===== src/rtl/imm_extend_pipe_pkg.sv =====
// Shared definitions for the pipelined immediate extender: mode encoding
// and its width.
package imm_pkg;

  localparam int IMM_MODE_W = 2;

  typedef enum logic [IMM_MODE_W-1:0] {
    IMM_SIGN   = 2'b00,
    IMM_ZERO   = 2'b01,
    IMM_UPPER  = 2'b10,
    IMM_BRANCH = 2'b11
  } imm_mode_e;

endpackage


===== src/rtl/imm_extend_core.sv =====
// Combinational immediate extension: selects sign, zero, upper (LUI-style)
// or branch-offset (sign-extend then x4) formatting of an IN_W-bit immediate.
module imm_extend_core
  import imm_pkg::*;
#(
  parameter int IN_W  = 16,
  parameter int OUT_W = 32
) (
  input  logic [IN_W-1:0]       imm,
  input  logic [IMM_MODE_W-1:0] mode,
  output logic [OUT_W-1:0]      data
);

  localparam int EXT_W = OUT_W - IN_W;

  logic [OUT_W-1:0] sext;

  assign sext = {{EXT_W{imm[IN_W-1]}}, imm};

  // Mode mux; branch drops the top two bits of the sign-extended value,
  // which are copies of the sign bit because OUT_W >= IN_W+2.
  always_comb begin
    data = {OUT_W{1'b0}};
    case (imm_mode_e'(mode))
      IMM_SIGN:   data = sext;
      IMM_ZERO:   data = {{EXT_W{1'b0}}, imm};
      IMM_UPPER:  data = {imm, {EXT_W{1'b0}}};
      IMM_BRANCH: data = {sext[OUT_W-3:0], 2'b00};
      default:    data = {OUT_W{1'b0}};
    endcase
  end

endmodule


===== src/rtl/imm_extend_pipe.sv =====
// Pipelined immediate extender between decode and execute. A main register
// drives the outputs and a skid register absorbs one extra entry so that
// in_ready can be a plain register while still sustaining full throughput.
module imm_extend_pipe
  import imm_pkg::*;
#(
  parameter int IN_W  = 16,
  parameter int OUT_W = 32,
  parameter int TAG_W = 4
) (
  input  logic                  clk,
  input  logic                  rst_n,
  input  logic                  flush,
  input  logic                  in_valid,
  output logic                  in_ready,
  input  logic [IN_W-1:0]       in_imm,
  input  logic [IMM_MODE_W-1:0] in_mode,
  input  logic [TAG_W-1:0]      in_tag,
  output logic                  out_valid,
  input  logic                  out_ready,
  output logic [OUT_W-1:0]      out_data,
  output logic [TAG_W-1:0]      out_tag,
  output logic                  out_neg
);

  if (IN_W < 1 || TAG_W < 1 || OUT_W < IN_W + 2) begin : g_param_check
    $fatal(1, "imm_extend_pipe: need IN_W>=1, TAG_W>=1, OUT_W>=IN_W+2");
  end

  // Main (m_*) and skid (s_*) storage
  logic             m_valid, s_valid;
  logic [OUT_W-1:0] m_data, s_data;
  logic [TAG_W-1:0] m_tag, s_tag;
  logic             m_neg, s_neg;

  // Next-state values
  logic             m_valid_n, s_valid_n;
  logic [OUT_W-1:0] m_data_n, s_data_n;
  logic [TAG_W-1:0] m_tag_n, s_tag_n;
  logic             m_neg_n, s_neg_n;

  logic [OUT_W-1:0] ext_data;
  logic             accept;
  logic             drain;

  imm_extend_core #(
    .IN_W  (IN_W),
    .OUT_W (OUT_W)
  ) u_core (
    .imm  (in_imm),
    .mode (in_mode),
    .data (ext_data)
  );

  assign accept = in_valid & in_ready;
  assign drain  = m_valid & out_ready;

  // Skid-buffer next-state: decide where an accepted entry lands and what
  // moves forward when the main register drains.
  always_comb begin
    m_valid_n = m_valid;
    m_data_n  = m_data;
    m_tag_n   = m_tag;
    m_neg_n   = m_neg;
    s_valid_n = s_valid;
    s_data_n  = s_data;
    s_tag_n   = s_tag;
    s_neg_n   = s_neg;
    if (flush) begin
      m_valid_n = 1'b0;
      s_valid_n = 1'b0;
    end else if (drain && s_valid) begin
      m_valid_n = 1'b1;
      m_data_n  = s_data;
      m_tag_n   = s_tag;
      m_neg_n   = s_neg;
      if (accept) begin
        s_data_n = ext_data;
        s_tag_n  = in_tag;
        s_neg_n  = ext_data[OUT_W-1];
      end else begin
        s_valid_n = 1'b0;
      end
    end else if (drain) begin
      if (accept) begin
        m_data_n = ext_data;
        m_tag_n  = in_tag;
        m_neg_n  = ext_data[OUT_W-1];
      end else begin
        m_valid_n = 1'b0;
      end
    end else if (m_valid) begin
      // Stalled: in_ready high implies the skid slot is free.
      if (accept) begin
        s_valid_n = 1'b1;
        s_data_n  = ext_data;
        s_tag_n   = in_tag;
        s_neg_n   = ext_data[OUT_W-1];
      end else begin
        s_valid_n = s_valid;
      end
    end else begin
      if (accept) begin
        m_valid_n = 1'b1;
        m_data_n  = ext_data;
        m_tag_n   = in_tag;
        m_neg_n   = ext_data[OUT_W-1];
      end else begin
        m_valid_n = m_valid;
      end
    end
  end

  // State registers; in_ready tracks the inverse of the next skid valid so
  // it always comes straight from a flop.
  always_ff @(posedge clk or negedge rst_n) begin
    if (!rst_n) begin
      m_valid  <= 1'b0;
      m_data   <= '0;
      m_tag    <= '0;
      m_neg    <= 1'b0;
      s_valid  <= 1'b0;
      s_data   <= '0;
      s_tag    <= '0;
      s_neg    <= 1'b0;
      in_ready <= 1'b1;
    end else begin
      m_valid  <= m_valid_n;
      m_data   <= m_data_n;
      m_tag    <= m_tag_n;
      m_neg    <= m_neg_n;
      s_valid  <= s_valid_n;
      s_data   <= s_data_n;
      s_tag    <= s_tag_n;
      s_neg    <= s_neg_n;
      in_ready <= ~s_valid_n;
    end
  end

  assign out_valid = m_valid;
  assign out_data  = m_data;
  assign out_tag   = m_tag;
  assign out_neg   = m_neg;

endmodule


===== config.mk =====
export PLATFORM = sky130hd
export DESIGN_NAME = imm_extend_pipe
export DESIGN_NICKNAME = d
export VERILOG_FILES = /design/src/rtl/imm_extend_pipe_pkg.sv /design/src/rtl/imm_extend_core.sv /design/src/rtl/imm_extend_pipe.sv
export SDC_FILE = /design/constraint.sdc
export NUM_CORES = 1
export LEC_CHECK = 0
export BUFFER_PORTS_ARGS = -buffer_cell sky130_fd_sc_hd__buf_2
export CAP_MARGIN = 20
export CORE_ASPECT_RATIO = 1.5
export CORE_MARGIN = 2
export CORE_UTILIZATION = 56
export CTS_BUF_LIST = sky130_fd_sc_hd__clkbuf_4 sky130_fd_sc_hd__clkbuf_8 sky130_fd_sc_hd__clkbuf_16
export DETAILED_ROUTE_END_ITERATION = 6
export HOLD_SLACK_MARGIN = 0.02
export MAX_ROUTING_LAYER = met4
export PLACE_DENSITY = 0.83
export SLEW_MARGIN = 20
export SYNTH_ARGS = -nofsm -noshare
export SYNTH_HDL_FRONTEND = slang
export SYNTH_SLANG_ARGS = --single-unit

===== constraint.sdc =====
create_clock -name clk -period 2.35 [get_ports clk]
set_input_delay 0.1175 -clock clk [delete_from_list [all_inputs] [get_ports clk]]
set_output_delay 0.1175 -clock clk [all_outputs]
set_load 0.05 [all_outputs]

; ---- After elaboration in Yosys (flattened, before gate mapping)
; Cells that the tools add are included.
; W data, S select, Z words.
[word_totals]
out_inout_bits = 39
register_bits = 77
input_bits = 27
[classes]
n_mux = 37
n_eq_ne = 6
bitwise = 4
reduce_logical = 5
[op_table]
columns = operator, n
row1 = $mux W32, 8
row2 = $pmux W32 S4, 1
row3 = $mux W4, 8
row4 = $mux W1, 20
row5 = $eq A2 B2 Y1 const B, 2
row6 = $ne A4 B3 Y1 const B, 1
row7 = $ne A3 B1 Y1 const B, 1
row8 = $reduce_and A3 Y1, 1
row9 = $and A1 B1 Y1, 2
row10 = $eq A2 B1 Y1 const B, 1
row11 = $logic_not A2 Y1, 1
row12 = $ne A2 B1 Y1 const B, 1
row13 = $not A1 Y1, 2
row14 = $reduce_and A2 Y1, 1
row15 = $reduce_bool A2 Y1, 1
row16 = $logic_and A1 B1 Y1, 1

; ---- Depth between registers and ports, before layout
; Gate-level depths: netlist (run 1).
[logic_depth]
word_depth = 7
mapped_depth = 6
depth_no_buf = 3

; ---- Cells and area by module
; A second synthesis (run 1) with hierarchy kept.
[unflattened]
hier_cells = 268
hier_area_um2 = 3817.4
[by_module_without_submodules]
columns = module, area_per_inst_um2, instances, seq_area_each_um2, cells_each
row1 = imm_extend_pipe, 3305.7, 1, 1878.1, 208
row2 = imm_extend_core, 511.7, 1, 0.0, 60

; ---- Worst setup path after synthesis (run 1)
; OpenSTA, ideal clock, no wires.
[synth_timing]
path_kind = register to register
startpoint = register m_valid (netlist: out_valid)
endpoint = register s_tag[0]
t_arrival_ns = 2.001
required_ns = 2.225
stages_incl_launch_ff = 6
setup_slack_ns = 0.224
n_path_buf = 2
path_cell_list = dfrtp_1 clkbuf_2 inv_1 nor4_4 buf_6 mux2_2
[synth_via]
elab_chain_len = 4
elab_cells_between_ends = 6
[synth_lines]
columns = item, line
row1 = "start, declared", imm_extend_pipe.sv:31  ; logic m_valid, s_valid;
row2 = "start signal, assigned", imm_extend_pipe.sv:128  ; m_valid <= m_valid_n;
row3 = $and A1 B1 Y1, imm_extend_pipe.sv:56  ; assign drain = m_valid & out_ready;
row4 = $logic_and A1 B1 Y1, imm_extend_pipe.sv:72  ; end else if (drain && s_valid) begin
row5 = $ne A2 B1 Y1 (no source line) or $reduce_bool A2 Y1 (tied branches), n/a
row6 = $reduce_and A3 Y1 (no source line), n/a
row7 = "end signal, assigned", imm_extend_pipe.sv:134  ; s_tag <= s_tag_n;
row8 = "end, declared", imm_extend_pipe.sv:33  ; logic [TAG_W-1:0] m_tag, s_tag;
; Parallel ways exist; a longest one is shown, timed or not.
; A chain may end at the register's enable or synchronous reset.

; ---- Final worst setup path (run 1)
[layout_timing]
startpoint = register m_valid (netlist: out_valid)
endpoint = register m_data[31] (netlist: out_data[31])
[layout_via]
elab_chain_len = 4
elab_cells_between_ends = 6
[layout_lines]
columns = item, line
row1 = $and A1 B1 Y1, imm_extend_pipe.sv:56
row2 = $logic_and A1 B1 Y1, imm_extend_pipe.sv:72
row3 = $ne A3 B1 Y1 (no source line), n/a
row4 = $reduce_and A2 Y1 (no source line), n/a
row5 = "end signal, assigned", imm_extend_pipe.sv:129  ; m_data <= m_data_n;
row6 = "end, declared", imm_extend_pipe.sv:32  ; logic [OUT_W-1:0] m_data, s_data;
; Parallel ways exist; a longest one is shown, timed or not.

==> impl_metrics.toml, run 1 <==
[yosys]
synth-async-reset-ratio = 1.00
avgSynthCellArea_um2 = 11.2
syn_area_um2 = 3980
dominantRegCellSynth = "dfrtp_1"
synth_edf_count = 0
ys_seq_elements = 75
syn_inst = 354
synth_cell_type_count = 38
synth-seq-area-share = 0.472
ys_top_cells_by_area = "dfrtp_1 (47%), mux2_2 (13%), a22o_1 (5.9%)"
synth_nets = 381
synth_top_cell_by_area = "dfrtp_1"
yosysWarnings = 0
synth_top_area_share = 0.466

[outcome]
status = "finished, final reports clean"

[flow_run]
drv_cap = 0

[timing]
skew_ps = 8.26
finalSetupViolCount = 0
finalMaxSlewViolations = 0
fmax_mhz = 540
period_share = 0.788
slew_headroom = 0.379
tightest_slew_ps = 931
rsz0062_at_grt = "false"
fin_crit_ps = 1850
finalSetupTns_ps = 0
finalHoldViolations = 0

[detailed_routing]
drt_pass1_iterations = 5
wirelength_um = 9750
wl_per_cell_um = 19.8
drt-initial-drc-count = 282
vias = 3256
routed_via_density = 6.62
ant_nets = 0
drc = 0

[final_layout]
nets = 436
area_delta_synth_final_pct = 15.3
diodes = 0
finish.instance_area_um2 = 4580
layout-drive-gt1-share = 0.355

[pwr]
p_sw_frac = 0.363
power_leakage_nw = 2.12
vdd_drop_max_mv = 0.573
p_int_mw = 2.62
p_switching_mw = 1.49
powerDensity_nw_per_um2 = 897
pwr-share-seq = 0.436
pwr-share-clk = 0.248
share_comb_of_total_power = 0.316

[setup_path]
cp_slowest_cell = "nor2b_2"
endpoint_kind = "flip-flop"
cp.required_ps = 2580
r2r_slack_ps = 500
path_cells = "nor2b_2 > or3_1 > buf_4 > o21ai_0"
worstPathMaxFanout = 20
slowest_delay_ps = 630
cp-start-kind = "flip-flop"
path_class = "reg -> reg"
critical_path_arrival_ps = 2080

[floorplan]
core_region_area_um2 = 6850
num_rows = 37
die-area_um2 = 7800
die_w_um = 72.8
initial_core_util = 0.580
pin_count = 66
die_y_um = 107

[clock_network]
post_cts_buffers = 0
worst_skew_pair.late_latency_ps = 360
cts_tree = "yes"
cts_buffers = 9
clock-sinks = 75
htreeDepth = 3
cts-root-buf = "clkbuf_8"
clockBufferDepth = 2
clkTransAtPathRegs_ps = 70
cts-resized-gates = 0

[placement]
gp_congestion = 0.856
port_buffers = 65
dpl_cell_area_um2 = 4330
dp_hpwl_um = 6660

[global_routing]
grt_start_max_net_pins = 76
grt_pass1_vias = 3239
grt.total_usage = 0.276
grt.overflow.total = 0
antenna_found_initial = 0
grt_pass1_wl_um = 15900

[worst_hold_path]
hold_class = "in -> reg"
-- cell usage in the layout, fill, tap and decap left out, drive strengths merged, types with 2 or more instances in the layout --
master,netlist,final
a22o,27,27
nand3,2,2
nor2,14,14
nor2b,7,7
a221oi,13,13
clkinv,1,2
a2111oi,15,15
o211ai,15,15
mux2,47,47
dfrtp,74,74
buf,13,78
mux2i,16,16
dlygate4sd3,0,5
o31ai,29,29
clkbuf,26,14
nand2b,2,2
o21ai,17,17
a31oi,2,2
inv,18,18
and2,2,2
-- final timing paths --
kind,start,endpoint,cells past startpoint
max,out_valid$_DFFE_PN0P_,out_data[31]$_DFFE_PN0P_,4
min in group asynchronous,rst_n,s_data[19]$_DFFE_PN0P_,2
min,out_ready,in_ready$_DFF_PN1_,3
max reg2reg,out_valid$_DFFE_PN0P_,out_data[31]$_DFFE_PN0P_,4
min reg2reg,out_data[13]$_DFFE_PN0P_,out_data[13]$_DFFE_PN0P_,2
max in group asynchronous,rst_n,out_data[7]$_DFFE_PN0P_,2
-- layer usage --
layer | part of all wire | vias to the layer above | global-route usage
met5 | 0 | - | -
met4 | 0.049 | 0 | 0.173
met3 | 0.052 | 37 | 0.0686
met2 | 0.52 | 142 | 0.427
met1 | 0.38 | 1616 | 0.316
li1 | - | 1461 | -
-- per-stage QoR --
| stage | total power [mW] | utilization | worst slack (ps) | instances | hold slack [ps] |
|---|---|---|---|---|---|
| after floorplan | 2.75 | - | 224 | 354 | -178 |
| after global placement | 3.05 | 0.632 | 622 | 471 | 312 |
| after detailed placement | 3.11 | 0.632 | 509 | 471 | 317 |
| after CTS | 4.13 | 0.669 | 511 | 492 | 126 |
| after global routing | 4.30 | 0.669 | 352 | 492 | 153 |
| final | 4.11 | 0.669 | 498 | 492 | 137 |
-- Yosys cell counts (2+ instances only) --
library cell	n
nand3_1	2
a31oi_1	2
o31ai_1	29
nand2b_1	2
inv_1	18
nor2_1	14
o21ai_0	17
mux2_2	47
clkbuf_1	25
mux2i_1	16
dfrtp_1	74
a2111oi_0	15
a221oi_1	13
o211ai_1	15
a22o_1	27
buf_6	4
nor2b_1	7
buf_2	5
buf_1	3
-- state kept, by name, summed over array words and instances, names as in the netlist --
| signal | cells |
|---|---|
| out_valid | 1 |
| s_valid | 1 |
| in_ready | 1 |
| s_tag | 4 |
| s_data | 32 |
| out_data | 32 |
| out_tag | 4 |
-- power groups by stage --
stage / clock network (mW) / logic (mW) / registers (mW)
3_5_place_dp: 0 / 1.29 / 1.81
3_3_place_gp: 0 / 1.26 / 1.79
5_1_grt: 1.09 / 1.39 / 1.82
6_report: 1.02 / 1.30 / 1.79
4_1_cts: 1.03 / 1.31 / 1.79
2_1_floorplan: 0 / 0.522 / 2.23
-- logic make-up after synthesis --
kind of cell | synth area share
AOI/OAI and AO/OA | 0.242
buffers and inverters | 0.0651
DFF | 0.472
muxes | 0.173
and+or+nand+nor | 0.0472
-- cell type report --
type / count / area, um2
Inverter: 19 / 71.3
Clock buffer: 14 / 168
Multi-Input combinational cell: 221 / 1850
Sequential cell: 75 / 1880
Timing Repair Buffer: 83 / 488
Fill cell: 546 / 2270
Clock inverter: 2 / 35.0
Tap cell: 78 / 97.6
-- critical path, delay by kind of cell (launching register included) --
family / cells / cell delay (ps)
flip-flops: 1 / 490
buffers and inverters: 1 / 250
AO/OA/AOI/OAI: 1 / 130
AND/OR/NAND/NOR: 2 / 840
-- what timing repair did --
action,4_1_cts,5_1_grt
setup endpoints to repair,0,0
endpoints found under the hold margin,78,0
hold buffers,5,0
No activity file was read; power rests on OpenSTA's default activity.
==> run 2, diff against run 1 <==
==> constraint.sdc (replaced) <==
create_clock -name clk -period 1.76 [get_ports clk]
set_input_delay 0.088 -clock clk [delete_from_list [all_inputs] [get_ports clk]]
set_output_delay 0.088 -clock clk [all_outputs]
set_load 0.05 [all_outputs]
==> impl_metrics.toml, run 2 (synthesized netlist as in run 1, its figures left out) <==
[outcome]
status = "finished with violations"
violations = "setup timing"

[detailed_routing]
wl_met3_um = 598
wl_met2_um = 5380
m1WireLength_um = 4160
ant_nets = 0
drt-initial-drc-count = 235
drt_pass1_iterations = 5
wirelength_um = 10600
drc = 0
wl_per_cell_um = 20.7
dr.max_layer_used = "met4"
vias = 3390
routed_via_density = 6.62

[global_routing]
antenna_found_initial = 0
grt_pass1_wl_um = 16100
grt_start_max_net_pins = 37
grt_pass1_vias = 3200
grt.overflow.total = 0
grt.total_usage = 0.279

[final_layout]
diodes = 0
layout-drive-gt1-share = 0.394
nets = 457
finish.instance_area_um2 = 4910
area_delta_synth_final_pct = 23.4
stdcell_count = 512
final_common_cell = "dfrtp_1"
layout_common_cells = "dfrtp_1 (73), buf_2 (64), mux2_2 (38), o31ai_1 (28), a22o_1 (27)"

[setup_path]
r2r_cells = 5
cp.required_ps = 2000
endpoint_kind = "flip-flop"
cp-start-kind = "flip-flop"
path_class = "reg -> reg"
worstPathMaxFanout = 9
critical_path_arrival_ps = 2020

[flow_run]
drv_cap = 0

[timing]
setup_slack_ps = -13.3
fin_crit_ps = 1770
tightest_slew_ps = 525
whs_ps = 108
period_share = 1.01
slew_headroom = 0.641
finalHoldViolations = 0
finalSetupViolCount = 14
rsz0062_at_grt = "true"
finalMaxSlewViolations = 0
fmax_mhz = 564
skew_ps = 7.61

[clock_network]
worst_skew_pair.late_latency_ps = 360
clkTransAtPathRegs_ps = 70
clock-sinks = 75
cts_buffers = 9
htreeDepth = 3
cts-root-buf = "clkbuf_8"
cts_tree = "yes"
clockBufferDepth = 2

[floorplan]
die_w_um = 72.8
die-area_um2 = 7800
pin_count = 66
initial_core_util = 0.580
num_rows = 37
die_y_um = 107
core_region_area_um2 = 6850

[placement]
gp_congestion = 0.857
dp_hpwl_um = 6720
port_buffers = 65
place_ws_ps = -53.2
dpl_cell_area_um2 = 4470
dp_cells = 481

[pwr]
powerDensity_nw_per_um2 = 1150
power_leakage_nw = 2.28
vdd_drop_max_mv = 0.809

[worst_hold_path]
hold_depth = 3
hold_class = "in -> reg"
## run 2: worst paths after layout
path | slack [ps] | endpoint | startpoint
setup reg to reg | -10 | s_tag[1]$_DFFE_PN0P_ | in_ready$_DFF_PN1_
hold reg to reg | 490 | out_data[9]$_DFFE_PN0P_ | out_data[9]$_DFFE_PN0P_
setup / recovery | -10 | s_tag[1]$_DFFE_PN0P_ | in_ready$_DFF_PN1_
min in group asynchronous | 220 | s_data[19]$_DFFE_PN0P_ | rst_n
hold / removal | 110 | in_ready$_DFF_PN1_ | out_ready
max in group asynchronous | 880 | in_ready$_DFF_PN1_ | rst_n
## run 2: where the power goes
group          total (mW)  switching [mW]  internal (mW)
Combinational        1.85            1.18          0.667
Sequential           2.39           0.239           2.15
Clock                1.42           0.604          0.819
Total                5.66            2.02           3.64
## run 2: final cells by class
cell class                      instances  area, um2
Fill cell                             498       1940
Multi-Input combinational cell        221       1910
Sequential cell                        75       1880
Timing Repair Buffer                  104        729
Clock buffer                           14        186
Tap cell                               78       97.6
Inverter                               19       71.3
Clock inverter                          1       30.0
## run 2: metrics by stage
stage	power, mW	TNS (ps)	utilization
6_report	5.66	-69.4	0.716
3_3_place_gp	4.13	-238	0.653
5_1_grt	5.93	-632	0.716
3_5_place_dp	4.19	-1030	0.653
4_1_cts	5.65	-1240	0.696
2_1_floorplan	3.72	-6750	-
## run 2: critical path, stage by stage (launching register included)
cell	delay (ps)
dfstp_4	640
nand2_4	60
nor4_4	260
buf_4	220
clkbuf_16	180
mux2_4	300
## run 2: repair_timing
| item | in CTS | in global routing |
|---|---|---|
| pin swaps | 0 | 1 |
| setup buffers | 2 | 5 |
| cloned | 0 | 4 |
| gates resized for setup | 4 | 15 |
| hold endpoints to repair | 39 | 0 |
| hold buffers | 5 | 0 |
| setup endpoints to repair | 56 | 48 |
## run 2: routing by layer
| metal | track usage | up-vias |
|---|---|---|
| met5 | - | - |
| met4 | 0.153 | 0 |
| met3 | 0.0451 | 31 |
| met2 | 0.431 | 151 |
| met1 | 0.349 | 1700 |
| li1 | - | 1508 |
==> run 3, diff against run 2 <==
==> constraint.sdc (replaced) <==
create_clock -name clk -period 1.76 [get_ports clk]
set_input_delay 0.088 -clock clk [delete_from_list [all_inputs] [get_ports clk]]
set_output_delay 0.088 -clock clk [all_outputs]
set_load 0.02 [all_outputs]
==> impl_metrics.toml, run 3 (synthesized netlist as in run 1, its figures left out) <==
[setup_path]
cp_slowest_cell = "dfstp_2"
endpoint_kind = "flip-flop"
critical_path_arrival_ps = 1970
crit_family = "flip-flops"
crit_buf_inv = 2
cp-start-kind = "flip-flop"
path_cells = "nand2_2 > nor4_4 > buf_6 > buf_12 > mux2_2"
cp.required_ps = 2010
path_class = "reg -> reg"
slowest_delay_ps = 580
worstPathMaxFanout = 18

[timing]
setup_slack_ps = 47.7
fmax_mhz = 584
finalHoldViolations = 0
slew_headroom = 0.689
fin_crit_ps = 1710
rsz0062_at_grt = "false"
finalSetupViolCount = 0
period_share = 0.973
skew_ps = 7.25
finalSetupTns_ps = 0
finalMaxSlewViolations = 0
tightest_slew_ps = 454

[detailed_routing]
routed_via_density = 6.62
ant_nets = 0
wl_per_cell_um = 20.3
wirelength_um = 10200
vias = 3317
drc = 5
drt_pass1_iterations = 7
drt-initial-drc-count = 363

[global_routing]
antenna_found_initial = 0
grt.total_usage = 0.287
grt.overflow.total = 0
grt_pass1_wl_um = 16700
grt_pass1_vias = 3245
grt_start_max_net_pins = 44

[clock_network]
htreeDepth = 3
cts_buffers = 9
worst_skew_pair.late_latency_ps = 370
cts-root-buf = "clkbuf_8"
clockBufferDepth = 2
cts_tree = "yes"
clkTransAtPathRegs_ps = 80
clock-sinks = 75

[floorplan]
die-area_um2 = 7800
num_rows = 37
pin_count = 66
core_region_area_um2 = 6850
die_y_um = 107
die_w_um = 72.8
initial_core_util = 0.580

[final_layout]
nets = 445
fill_cells = 541
layout_common_cells = "dfrtp_1 (73), buf_2 (64), mux2_2 (39), o31ai_1 (29), a22o_1 (27)"
seq_area_um2 = 1880
multi_input_area_um2 = 1880
diodes = 0
final_common_cell = "dfrtp_1"
layout-drive-gt1-share = 0.374
area_delta_synth_final_pct = 19.1

[outcome]
status = "finished with violations"
violations = "DRC"

[placement]
dp_hpwl_um = 6700
place_ws_ps = 14.5
port_buffers = 65
gp_congestion = 0.847

[flow_run]
drv_cap = 0

[pwr]
powerDensity_nw_per_um2 = 1050
vdd_drop_max_mv = 0.541
power_leakage_nw = 2.20

[worst_hold_path]
hold_class = "in -> reg"
run 3: changes by cell type in the layout (fill, tap and decap cells not counted), sizes merged:
cell	before	now
buf	97	87
clkbuf	16	11
clkinv	1	6
bufinv	1	0
run 3: through the flow:
stage | hold slack (ps) | util | area [um2] | std cells | total power [mW]
after floorplan | -208 | - | 4010 | 354 | 3.30
after global placement | 52.3 | 0.652 | 4470 | 478 | 3.71
after detailed placement | 61.8 | 0.652 | 4470 | 478 | 3.78
after CTS | 57.2 | 0.690 | 4730 | 501 | 5.01
after global routing | 93.5 | 0.691 | 4730 | 501 | 5.24
final | 70.0 | 0.691 | 4730 | 501 | 4.99
run 3: report_power, final:
group / internal [mW] / leakage (nW) / switching (mW) / total [mW]
Sequential: 2.15 / 0.946 / 0.239 / 2.39
Clock: 0.558 / 0.0963 / 0.651 / 1.21
Combinational: 0.644 / 1.15 / 0.745 / 1.39
Total: 3.35 / 2.20 / 1.63 / 4.99
run 3: metal layers:
metal  track usage  routed length, um
met4         0.168                384
met5             -                  0
met3        0.0470                576
met2         0.437               5150
met1         0.359               4070
run 3: cell type report:
type / instances / share of cell area
sequential: 75 / 0.397
multi-input combinational: 221 / 0.398
timing repair buffer: 92 / 0.133
clock buffer: 11 / 0.0307
tap: 78 / 0.0206
inverter: 19 / 0.0151
clock inverter: 5 / 0.00608
run 3: worst paths after layout:
kind	slack, ps	from	endpoint	cells past startpoint
hold / removal	70	out_ready	in_ready$_DFF_PN1_	3
max in group asynchronous	970	rst_n	out_data[30]$_DFFE_PN0P_	3
setup / recovery	50	in_ready$_DFF_PN1_	s_data[5]$_DFFE_PN0P_	5
hold reg to reg	490	out_data[9]$_DFFE_PN0P_	out_data[9]$_DFFE_PN0P_	2
setup reg to reg	50	in_ready$_DFF_PN1_	s_data[5]$_DFFE_PN0P_	5
min in group asynchronous	200	rst_n	out_data[24]$_DFFE_PN0P_	2
run 3: worst register-to-register path, delay by kind of cell (launching register included):
kind | cells | cell delay, ps
DFF | 1 | 580
muxes | 1 | 360
buffers and inverters | 2 | 340
and+or+nand+nor | 2 | 320
run 3: timing repair:
action / 4_1_cts / 5_1_grt
hold buffers: 5 / 0
pin swaps: 1 / 0
hold endpoints to repair: 36 / 0
gates cloned: 1 / 0
gates resized for setup: 2 / 4
buffers inserted: 1 / 0
setup endpoints to repair: 1 / 18
